--- config.mk ---
export PLATFORM = sky130hd
export DESIGN_NAME = alu_ctrl_seq
export DESIGN_NICKNAME = d
export VERILOG_FILES = /design/src/rtl/alu_pkg.sv /design/src/rtl/alu_ctrl_decode.sv /design/src/rtl/alu_ctrl_seq.sv
export SDC_FILE = /design/constraint.sdc
export NUM_CORES = 1
export LEC_CHECK = 0
export BUFFER_PORTS_ARGS = -buffer_cell sky130_fd_sc_hd__clkbuf_2
export CORE_ASPECT_RATIO = 1.5
export CORE_MARGIN = 1
export CORE_UTILIZATION = 35
export DETAILED_ROUTE_END_ITERATION = 12
export SETUP_SLACK_MARGIN = 0.02
export SLEW_MARGIN = 20
export SYNTH_ARGS = -nofsm -noshare
export SYNTH_HDL_FRONTEND = slang
export SYNTH_SLANG_ARGS = --single-unit
--- constraint.sdc ---
create_clock -name clk_i -period 2.02 [get_ports clk_i]
set_clock_uncertainty 0.05 [all_clocks]
set_input_delay 0.505 -clock clk_i [delete_from_list [all_inputs] [get_ports clk_i]]
set_output_delay 0.505 -clock clk_i [all_outputs]
set_load 0.02 [all_outputs]
--- src/rtl/alu_pkg.sv ---
// Shared ALU constants: control codes, aluop encodings, R-type funct values
// and the EX sequencer state type, imported by the ALU, hazard unit and control.
package alu_pkg;

    localparam logic [2:0] ALU_AND = 3'b000;
    localparam logic [2:0] ALU_OR  = 3'b001;
    localparam logic [2:0] ALU_ADD = 3'b010;
    localparam logic [2:0] ALU_MUL = 3'b011;
    localparam logic [2:0] ALU_DIV = 3'b100;
    localparam logic [2:0] ALU_SUB = 3'b110;

    localparam logic [1:0] ALUOP_OR    = 2'b00;
    localparam logic [1:0] ALUOP_ADD   = 2'b01;
    localparam logic [1:0] ALUOP_SUB   = 2'b10;
    localparam logic [1:0] ALUOP_RTYPE = 2'b11;

    localparam logic [5:0] FUNCT_ADD = 6'b100000;
    localparam logic [5:0] FUNCT_SUB = 6'b100010;
    localparam logic [5:0] FUNCT_AND = 6'b100100;
    localparam logic [5:0] FUNCT_OR  = 6'b100101;
    localparam logic [5:0] FUNCT_MUL = 6'b011000;
    localparam logic [5:0] FUNCT_DIV = 6'b011010;

    typedef enum logic {
        IDLE = 1'b0,
        BUSY = 1'b1
    } seqState_t;

endpackage

--- src/rtl/alu_ctrl_decode.sv ---
// Purely combinational aluop/funct decoder: yields the 3-bit ALU code, whether
// the op needs the multi-cycle unit, and whether an R-type funct is unsupported.
module alu_ctrl_decode
    import alu_pkg::*;
(
    input  logic [1:0] aluop_i,
    input  logic [5:0] funct_i,
    output logic [2:0] code_o,
    output logic       isMulti_o,
    output logic       illegal_o
);

    // Unsupported R-type functs fall back to ADD so downstream never sees X.
    always_comb begin
        code_o    = ALU_ADD;
        isMulti_o = 1'b0;
        illegal_o = 1'b0;
        case (aluop_i)
            ALUOP_OR:  code_o = ALU_OR;
            ALUOP_ADD: code_o = ALU_ADD;
            ALUOP_SUB: code_o = ALU_SUB;
            default: begin
                case (funct_i)
                    FUNCT_ADD: code_o = ALU_ADD;
                    FUNCT_SUB: code_o = ALU_SUB;
                    FUNCT_AND: code_o = ALU_AND;
                    FUNCT_OR:  code_o = ALU_OR;
                    FUNCT_MUL: begin
                        code_o    = ALU_MUL;
                        isMulti_o = 1'b1;
                    end
                    FUNCT_DIV: begin
                        code_o    = ALU_DIV;
                        isMulti_o = 1'b1;
                    end
                    default: illegal_o = 1'b1;
                endcase
            end
        endcase
    end

endmodule

--- src/rtl/alu_ctrl_seq.sv ---
// EX-stage ALU control: combinational decode plus a sequencer that launches
// multi-cycle MUL/DIV, stalls the pipeline for LAT-1 cycles and flags done.
module alu_ctrl_seq
    import alu_pkg::*;
#(
    parameter int CTRL_W  = 3,
    parameter int MUL_LAT = 4,
    parameter int DIV_LAT = 8
) (
    input  logic              clk_i,
    input  logic              rst_i,
    input  logic              valid_i,
    input  logic [1:0]        aluop_i,
    input  logic [5:0]        funct_i,
    input  logic              flush_i,
    output logic [CTRL_W-1:0] aluctrl_o,
    output logic              start_o,
    output logic              stall_o,
    output logic              done_o,
    output logic              busy_o,
    output logic              illegal_o
);

    localparam int MAX_LAT = (MUL_LAT > DIV_LAT) ? MUL_LAT : DIV_LAT;
    localparam int CNT_W   = $clog2(MAX_LAT) + 1;
    localparam logic [CNT_W-1:0] MUL_CNT = CNT_W'(MUL_LAT - 1);
    localparam logic [CNT_W-1:0] DIV_CNT = CNT_W'(DIV_LAT - 1);
    localparam logic [CNT_W-1:0] CNT_ONE = CNT_W'(1);

    seqState_t        state_q, state_d;
    logic [CNT_W-1:0] count_q, count_d;
    logic [2:0]       latchedOp_q, latchedOp_d;

    logic [2:0] decCode;
    logic       decMulti;
    logic       decIllegal;
    logic [2:0] code;
    logic       launchMulti;

    alu_ctrl_decode uDecode (
        .aluop_i   (aluop_i),
        .funct_i   (funct_i),
        .code_o    (decCode),
        .isMulti_o (decMulti),
        .illegal_o (decIllegal)
    );

    always_ff @(posedge clk_i or posedge rst_i) begin
        if (rst_i) begin
            state_q     <= IDLE;
            count_q     <= '0;
            latchedOp_q <= ALU_ADD;
        end else begin
            state_q     <= state_d;
            count_q     <= count_d;
            latchedOp_q <= latchedOp_d;
        end
    end

    always_comb begin
        state_d     = state_q;
        count_d     = count_q;
        latchedOp_d = latchedOp_q;
        code        = ALU_ADD;
        launchMulti = 1'b0;
        start_o     = 1'b0;
        stall_o     = 1'b0;
        done_o      = 1'b0;
        busy_o      = 1'b0;
        illegal_o   = 1'b0;
        case (state_q)
            IDLE: begin
                code      = decCode;
                illegal_o = valid_i & decIllegal;
                if (valid_i && decMulti && !flush_i) begin
                    start_o     = 1'b1;
                    latchedOp_d = decCode;
                    if (decCode == ALU_MUL) begin
                        count_d     = MUL_CNT;
                        launchMulti = (MUL_LAT > 1);
                    end else begin
                        count_d     = DIV_CNT;
                        launchMulti = (DIV_LAT > 1);
                    end
                    // A latency-1 op finishes in its launch cycle without stalling.
                    if (launchMulti) begin
                        stall_o = 1'b1;
                        state_d = BUSY;
                    end else begin
                        done_o = 1'b1;
                    end
                end
            end
            BUSY: begin
                code   = latchedOp_q;
                busy_o = 1'b1;
                if (flush_i) begin
                    state_d = IDLE;
                    count_d = '0;
                end else begin
                    if (count_q != '0) begin
                        count_d = count_q - CNT_ONE;
                    end
                    if (count_q > CNT_ONE) begin
                        stall_o = 1'b1;
                    end else begin
                        done_o  = 1'b1;
                        state_d = IDLE;
                    end
                end
            end
            default: state_d = IDLE;
        endcase
        // Reset is asynchronous, so outputs must show reset values without an edge.
        if (rst_i) begin
            code      = ALU_ADD;
            start_o   = 1'b0;
            stall_o   = 1'b0;
            done_o    = 1'b0;
            busy_o    = 1'b0;
            illegal_o = 1'b0;
        end
    end

    assign aluctrl_o = CTRL_W'(code);

endmodule

# Word-level counts from Yosys, hierarchy flattened
# Index checks and enable logic that the tools add are counted.
[totals]
word_cells = 62
out_inout_bits = 8
in_bits = 12
regBits = 8
[classes]
n_lt_le_gt_ge = 1
n_bitwise = 2
eq_ne = 11
n_addsub = 1
n_mux = 34
n_reduce_logical = 10
[op_table]
columns = ["cell", "n"]
rows = [
  ["6-bit equality test (second input constant)", 4],
  ["1-bit two-way mux", 23],
  ["3-bit case mux with 5 select lines", 1],
  ["6-bit by 5-bit equality test with 1-bit output (second input constant)", 2],
  ["4-bit two-way mux", 3],
  ["3-bit case mux with 3 select lines", 1],
  ["4-bit case mux with 2 select lines", 1],
  ["3-bit two-way mux", 2],
  ["3-bit case mux with 2 select lines", 1],
  ["6-bit OR reduction", 1],
  ["4-bit by 1-bit greater-than comparator with 1-bit output (second input constant)", 1],
  ["1-bit case mux with 2 select lines", 2],
  ["2-bit AND reduction", 2],
  ["4-bit nonzero test", 1],
  ["4-bit by 1-bit subtractor with 4-bit output (second input constant)", 1],
  ["3-bit by 2-bit equality test with 1-bit output (second input constant)", 1],
  ["3-bit by 2-bit inequality test with 1-bit output (second input constant)", 1],
  ["3-bit OR reduction", 1],
  ["2-bit by 1-bit equality test with 1-bit output (second input constant)", 1],
  ["2-bit equality test (second input constant)", 1],
  ["1-bit logical AND", 2],
  ["2-bit zero test", 1],
  ["2-bit inequality test (second input constant)", 1],
  ["2-bit OR reduction", 1],
  ["3 further kinds", 3],
]

# Logic depth before layout (Yosys ltp)
# Gate-level depths: netlist of run 1.
[logic_depth]
ltp_word = 12
mapped_depth = 5
ltp_nobuf = 5

# By module
# Synthesis of run 1 repeated with hierarchy kept, for this count alone.
[hier_totals]
cells_unflattened = 79
area_unflattened_um2 = 695.7
[modules_own_cells]
columns = ["module", "area_each_um2", "seq_area_each_um2", "cells_per_inst", "n_inst"]
rows = [
  ["alu_ctrl_seq", 531.8, 201.4, 56, 1],
  ["alu_ctrl_decode", 163.9, 0.0, 23, 1],
]

# Worst setup path after synthesis of run 1
# OpenSTA, ideal clock, no wires.
[synth_timing]
path_kind = "input to output"
from = "input aluop_i[0]"
to = "output stall_o"
path_stages = 4
required_ps = 1465
n_path_buf = 0
arrival_ps = 1514
slack_ps = -49
path_cell_list = "ha_1 > and3b_2 > nand4_4 > a21oi_1"
[synth_via]
elab_chain_len = 8
word_cells_on_any_way = 10
cone_classes = "2 x eq/ne; 4 x mux; 4 x reduce/logical"
[synth_lines]
columns = ["item", "line", "source"]
rows = [
  ["start, declared", "alu_ctrl_seq.sv:13", "input logic [1:0] aluop_i,"],
  ["2-bit by 1-bit equality test with 1-bit output (tied with other cells)", "alu_ctrl_decode.sv:18", "case (aluop_i)"],
  ["3-bit OR reduction (no line) *", "n/a", ""],
  ["1-bit two-way mux *", "alu_ctrl_decode.sv:18", ""],
  ["1-bit logical AND * (2 in a row)", "alu_ctrl_seq.sv:75", "if (valid_i && decMulti && !flush_i) begin"],
  ["1-bit two-way mux *", "alu_ctrl_seq.sv:75", ""],
  ["1-bit case mux with 2 select lines *", "alu_ctrl_seq.sv:71", "case (state_q)"],
  ["1-bit two-way mux *", "alu_ctrl_seq.sv:115", "if (rst_i) begin"],
  ["end, declared", "alu_ctrl_seq.sv:18", "output logic stall_o,"],
]
# Mark *: on every way between the ends. The rest lies on a longest branch, timed or not.

# Worst setup path after layout of run 1
[layout_timing]
from = "input aluop_i[1]"
to = "output aluctrl_o[1]"
[layout_via]
elab_chain_len = 4
word_cells_on_any_way = 6
cone_classes = "2 x eq/ne; 3 x mux; 1 x reduce/logical"
[layout_lines]
columns = ["item", "line", "source"]
rows = [
  ["2-bit equality test (tied with other cells)", "alu_ctrl_decode.sv:18", ""],
  ["3-bit case mux with 3 select lines *", "alu_ctrl_decode.sv:18", ""],
  ["3-bit case mux with 2 select lines *", "alu_ctrl_seq.sv:71", ""],
  ["3-bit two-way mux *", "alu_ctrl_seq.sv:115", ""],
  ["end, declared", "alu_ctrl_seq.sv:16", "output logic [CTRL_W-1:0] aluctrl_o,"],
]
# Marks and branches as above.

==> results of run 1 <==
==> worst max path at each step <==
stage / endpoint / slack, ns / depth (start not counted)
6_report: aluctrl_o[1] / -0.13 / 6
5_1_grt: stall_o / -0.16 / 7
4_1_cts: aluctrl_o[1] / -0.18 / 7
3_5_place_dp: aluctrl_o[1] / -0.18 / 7
3_3_place_gp: aluctrl_o[1] / -0.16 / 7
2_1_floorplan: start_o / 0.03 / 4
==> critical path: stages <==
cell and delay, ns:
buf_8 0.10, ha_4 0.15, or4_4 0.54, o31ai_4 0.07, a41oi_2 0.05, clkbuf_8 0.17
==> metal layers <==
| metal | global-route usage (%) | up-vias | wire length, µm |
|---|---|---|---|
| met5 | 0 | - | 0 |
| met4 | 10.34 | 0 | 33 |
| met3 | 1.149 | 4 | 83 |
| met2 | 37.62 | 23 | 1162 |
| met1 | 21.32 | 385 | 797 |
| li1 | - | 397 | - |
==> area by class of cell <==
type	count	area [µm²]
Tap cell	21	26.28
Sequential cell	8	203.9
Multi-Input combinational cell	61	603.1
Fill cell	167	646.9
Timing Repair Buffer	46	355.3
Clock buffer	4	26.28
Inverter	10	40.04
==> Yosys cell counts, types with 2 or more instances <==
master	count	area share, %
inv_1	9	4.6
dfrtp_1	7	24
ha_1	5	8.6
nor2_1	5	2.6
a21oi_1	4	2.7
nand2_1	3	1.5
nand2b_1	3	2.6
nand3b_1	3	3.1
nor3_1	3	2.1
o21ai_0	3	2.1
a2bb2oi_1	2	2.4
and3b_2	2	2.7
mux2i_1	2	2.7
nor3b_1	2	2.1
==> state kept, by name, summed over array words and instances (netlist names) <==
| register | cells |
|---|---|
| latchedOp_q | 3 |
| count_q | 4 |
| state_q | 1 |
==> power by group through the flow <==
stage | Clock (W) | Sequential (W) | Combinational [W]
after floorplan | 0 | 0.000179 | 0.0000757
after global placement | 0 | 0.000178 | 0.000152
after detailed placement | 0 | 0.000178 | 0.000155
after CTS | 0.000142 | 0.000176 | 0.000183
after global routing | 0.000146 | 0.000181 | 0.000230
final | 0.000134 | 0.000180 | 0.000211
==> logic make-up (layout without fill, tap and decap cells) <==
| kind of cell | after synthesis | in the layout | synth area share (%) |
|---|---|---|---|
| compound gates | 21 | 21 | 20.38 |
| fa+ha+maj | 5 | 5 | 8.562 |
| buf+inv | 11 | 60 | 5.820 |
| flops | 8 | 8 | 27.57 |
| mux | 2 | 2 | 2.740 |
| simple gates | 33 | 33 | 34.93 |
==> what timing repair did <==
item                                    CTS  global route
endpoints found under the setup margin    7             7
pin swaps                                 5             5
resized for setup                        22            21
setup buffers                             5             1
==> metrics by stage <==
step | hold WS [ns] | area, µm² | total power, W
floorplan | 0.3126 | 749.5 | 0.0002548
global placement | 0.4063 | 1023 | 0.0003305
detailed placement | 0.4201 | 1023 | 0.0003336
CTS | 0.1321 | 1177 | 0.0005017
global route | 0.1676 | 1255 | 0.0005571
finish | 0.1603 | 1255 | 0.0005243
==> results.sh, run 1 <==
export IMPL_antenna_found_initial=0
export IMPL_io_buffer_count=19
export IMPL_vdd_drop_max_mv=0.3981
export IMPL_routedWlPerCell_um=13.85
export IMPL_finalMaxSlewViolations=0
export IMPL_ys_ff_latch=8
export IMPL_viasPerCell=5.393
export IMPL_cts_hold_buf=0
export IMPL_area_growth_pct=71.75
export IMPL_fin_crit_sh_pct=106.4
export IMPL_slew_headroom_pct=79.42
export IMPL_min_path_type="in -> async"
export IMPL_drt_iter0_drc=14
export IMPL_placed_cells=140
export IMPL_crit_path_start="aluop_i[1]"
export IMPL_grt_pass1_wl_um=3229
export IMPL_drive_gt1_share_pct=61.24
export IMPL_postSynth_asyncResetShare_pct=100.0
export IMPL_cp_end_kind="primary output"
export IMPL_rows=19
export IMPL_rsz0062_at_grt="yes"
export IMPL_cp_required_ns=1.46
export IMPL_p_sw_w=0.0001625
export IMPL_ant_nets=0
export IMPL_fp_coreArea_mm2=0.001902
export IMPL_syn_avg_cell_area_um2=9.134
export IMPL_synth_edff_count=0
export IMPL_reg2reg_to="count_q[0]"
export IMPL_fmax_mhz=465.2
export IMPL_numCtsBuffers=3
export IMPL_die_area_mm2=0.002278
export IMPL_switching_share_pct=31.00
export IMPL_cts_tree="built"
export IMPL_regToRegStartpoint="count_q[0]"
export IMPL_start_kind="input port"
export IMPL_p_int_w=0.0003618
export IMPL_cts_root_buf="clkbuf_4"
export IMPL_synthCells=80
export IMPL_tns_ns=-0.2222
export IMPL_min_period_ns=2.149
export IMPL_worst_pin_slew_ns=0.3061
export IMPL_via_count=809
export IMPL_antenna_cells=0
export IMPL_ioPinCount=20
export IMPL_status="finished with violations"
export IMPL_setup_viol=2
export IMPL_cts_clk_slew_worst_paths_ns=0.06
export IMPL_cts_sinks=8
export IMPL_ys_flop_type="dfrtp_1"
export IMPL_pre_cts_slack_ns=-0.1843
export IMPL_dp_hpwl_um=1547
export IMPL_grt_ovfl_total=0
export IMPL_rrSetupSlack_ns=0.25
export IMPL_initial_utilization_pct=38.42
export IMPL_cp_max_fo=3
export IMPL_routed_wl_um=2077
export IMPL_critPathArrivalTime_ns=1.59
export IMPL_grt_usage_pct=20.26
export IMPL_syn_num_nets=97
export IMPL_power_frac_clock_pct=25.6
export IMPL_utilization_pct=65.99
export IMPL_fp_dieW_um=39.31
export IMPL_final_cell_mix="buf_4, clkbuf_2, inv_1, dfrtp_1"
export IMPL_nets=147
export IMPL_die_h_um=57.96
export IMPL_netlist_area_um2=730.7
export IMPL_drtPass1Iterations=4
export IMPL_cts_htree_levels=1
export IMPL_worst_slack_ns=-0.1294
export IMPL_gp_congestion=0.8162
export IMPL_grt_max_degree=9
export IMPL_powerDensity_mw_per_mm2=417.8
export IMPL_cellLeakagePower_nw=0.5984
export IMPL_clk_path_buf_depth=2
export IMPL_ys_warnings_count=0
export IMPL_critPathKind="in -> out"
export IMPL_yosysSeqAreaShare_pct=27.57
export IMPL_remaining_drc_errors=0
export IMPL_hold_viol=0
export IMPL_rr_worst_depth=7
export IMPL_worstSkewPairLatency_ns=0.26
export IMPL_layout_commonest_cell="buf_4"
export IMPL_ys_types=41
export IMPL_maxCapViolCount=0
export IMPL_violations="negative setup slack"
export IMPL_pwr_share_comb_pct=40.2
export IMPL_pwr_share_seq_pct=34.3
export IMPL_grt_pass1_vias=802
export IMPL_fin_cells=150
Note: power is estimated with default switching activity, not from simulation.
==> run 2, diff against run 1 <==
--- a/config.mk
+++ b/config.mk
@@ -9,6 +9,7 @@
 export CORE_ASPECT_RATIO = 1.5
 export CORE_MARGIN = 1
 export CORE_UTILIZATION = 35
+export CTS_BUF_LIST = sky130_fd_sc_hd__clkbuf_8
 export DETAILED_ROUTE_END_ITERATION = 12
 export SETUP_SLACK_MARGIN = 0.02
 export SLEW_MARGIN = 20
==> results.sh, run 2 (synthesis results as in run 1) <==
export IMPL_status="finished with violations"
export IMPL_violations="negative setup slack"
export IMPL_critPathKind="in -> out"
export IMPL_ant_nets=0
export IMPL_slew_headroom_pct=79.36
export IMPL_area_growth_pct=72.09
export IMPL_fin_crit_sh_pct=106.3
export IMPL_cts_sinks=8
export IMPL_min_period_ns=2.148
export IMPL_rsz0062_at_grt="yes"
export IMPL_io_buffer_count=19
export IMPL_via_count=802
export IMPL_gp_congestion=0.8162
export IMPL_drive_gt1_share_pct=60.32
export IMPL_ioPinCount=20
export IMPL_fin_cells=147
export IMPL_finalMaxSlewViolations=0
export IMPL_largest_register_ffs=4
export IMPL_n_fill_cell=173
export IMPL_cts_clk_slew_worst_paths_ns=0.05
export IMPL_die_h_um=57.96
export IMPL_drtPass1Iterations=4
export IMPL_dp_hpwl_um=1547
export IMPL_cts_htree_levels=1
export IMPL_grt_usage_pct=20.26
export IMPL_cp_max_fo=3
export IMPL_final_cell_mix="buf_4, clkbuf_2, inv_1"
export IMPL_grt_max_degree=10
export IMPL_viasPerCell=5.456
export IMPL_cts_tree="built"
export IMPL_grt_pass1_wl_um=3284
export IMPL_reg_top3="count_q: 4 flops, latchedOp_q: 3 flops, state_q: 1 flops"
export IMPL_maxCapViolCount=0
export IMPL_fp_dieW_um=39.31
export IMPL_initial_utilization_pct=38.42
export IMPL_routed_wl_um=2120
export IMPL_min_path_type="in -> async"
export IMPL_routedWlPerCell_um=14.42
export IMPL_nets=144
export IMPL_start_kind="input port"
export IMPL_drt_iter0_drc=5
export IMPL_powerDensity_mw_per_mm2=463.6
export IMPL_tns_ns=-0.2392
export IMPL_placed_cells=140
export IMPL_die_area_mm2=0.002278
export IMPL_antenna_found_initial=0
export IMPL_worst_slack_ns=-0.1277
export IMPL_cts_hold_buf=0
export IMPL_hold_viol=0
export IMPL_grt_ovfl_total=0
export IMPL_regMostFlops="count_q"
export IMPL_worstSkewPairLatency_ns=0.23
export IMPL_setup_viol=4
export IMPL_layout_commonest_cell="buf_4"
export IMPL_numCtsBuffers=3
export IMPL_fmax_mhz=465.6
export IMPL_vdd_drop_max_mv=0.5565
export IMPL_cts_root_buf="clkbuf_8"
export IMPL_cp_end_kind="primary output"
export IMPL_cellLeakagePower_nw=0.5919
export IMPL_rows=19
export IMPL_worst_pin_slew_ns=0.3070
export IMPL_antenna_cells=0
export IMPL_grt_pass1_vias=829
export IMPL_fp_coreArea_mm2=0.001902
export IMPL_clk_path_buf_depth=2
export IMPL_critPathArrivalTime_ns=1.59
export IMPL_remaining_drc_errors=0
export IMPL_cp_required_ns=1.46
[run 2: changes by cell type in the layout (fill, tap and decap cells not counted), sizes merged]
| cell | previous run | this run |
|---|---|---|
| inv | 10 | 11 |
| buf | 34 | 30 |
[run 2: final timing paths]
kind                                 from        endpoint  slack (ns)  cells after the start
max                            aluop_i[1]    aluctrl_o[1]       -0.13                      6
min                                 rst_i  latchedOp_q[0]        0.20                      2
max reg2reg                    count_q[1]      count_q[0]        0.35                      6
min reg2reg                latchedOp_q[2]  latchedOp_q[2]        0.43                      1
max in group asynchronous           rst_i  latchedOp_q[1]        1.27                      3
min in group clk_i         latchedOp_q[2]  latchedOp_q[2]        0.43                      1
[run 2: routing by layer]
metal | GRT usage, % | vias up | wire length, µm
met5 | 0 | - | 0
met4 | 9.852 | 0 | 46
met3 | 0.3831 | 4 | 61
met2 | 38.81 | 24 | 1164
met1 | 20.83 | 383 | 848
li1 | - | 391 | -
[run 2: cell type report]
cell class | instances | area [µm²] | area share, %
clock buffers | 3 | 41.29 | 3.284
clock inverters | 1 | 3.754 | 0.2985
inverters | 10 | 37.54 | 2.985
multi-input cells | 61 | 621.8 | 49.45
flip-flops and latches | 8 | 203.9 | 16.22
well taps | 21 | 26.28 | 2.090
repair buffers | 43 | 322.8 | 25.67
[run 2: metrics by stage]
step	worst slack (ns)	cell area, µm²	utilization [%]	power (W)	hold WS [ns]
6_report	-0.1277	1257	66.12	0.0005829	0.1982
4_1_cts	-0.1849	1144	60.13	0.0005619	0.1808
5_1_grt	-0.1465	1257	66.12	0.0006129	0.2156
2_1_floorplan	0.02860	749.5	-	0.0002548	0.3126
3_5_place_dp	-0.1843	1023	53.82	0.0003336	0.4201
3_3_place_gp	-0.1559	1023	53.82	0.0003305	0.4063
[run 2: power breakdown]
part | internal, W | total (W) | switching, W | leakage, nW
Sequential | 0.000170 | 0.000180 | 0.0000101 | 0.0987
Clock | 0.000132 | 0.000200 | 0.0000679 | 0.0269
Combinational | 0.000106 | 0.000203 | 0.0000964 | 0.466
[run 2: what timing repair did]
action	CTS	global route
pin swaps	8	3
endpoints found under the setup margin	7	7
resized for setup	19	25
buffers inserted	1	3
[run 2: worst max-delay path, cell delays in order]
cell     delay, ns
buf_8         0.10
ha_4          0.15
or4_4         0.54
o31ai_4       0.07
a41oi_2       0.05
buf_4         0.17
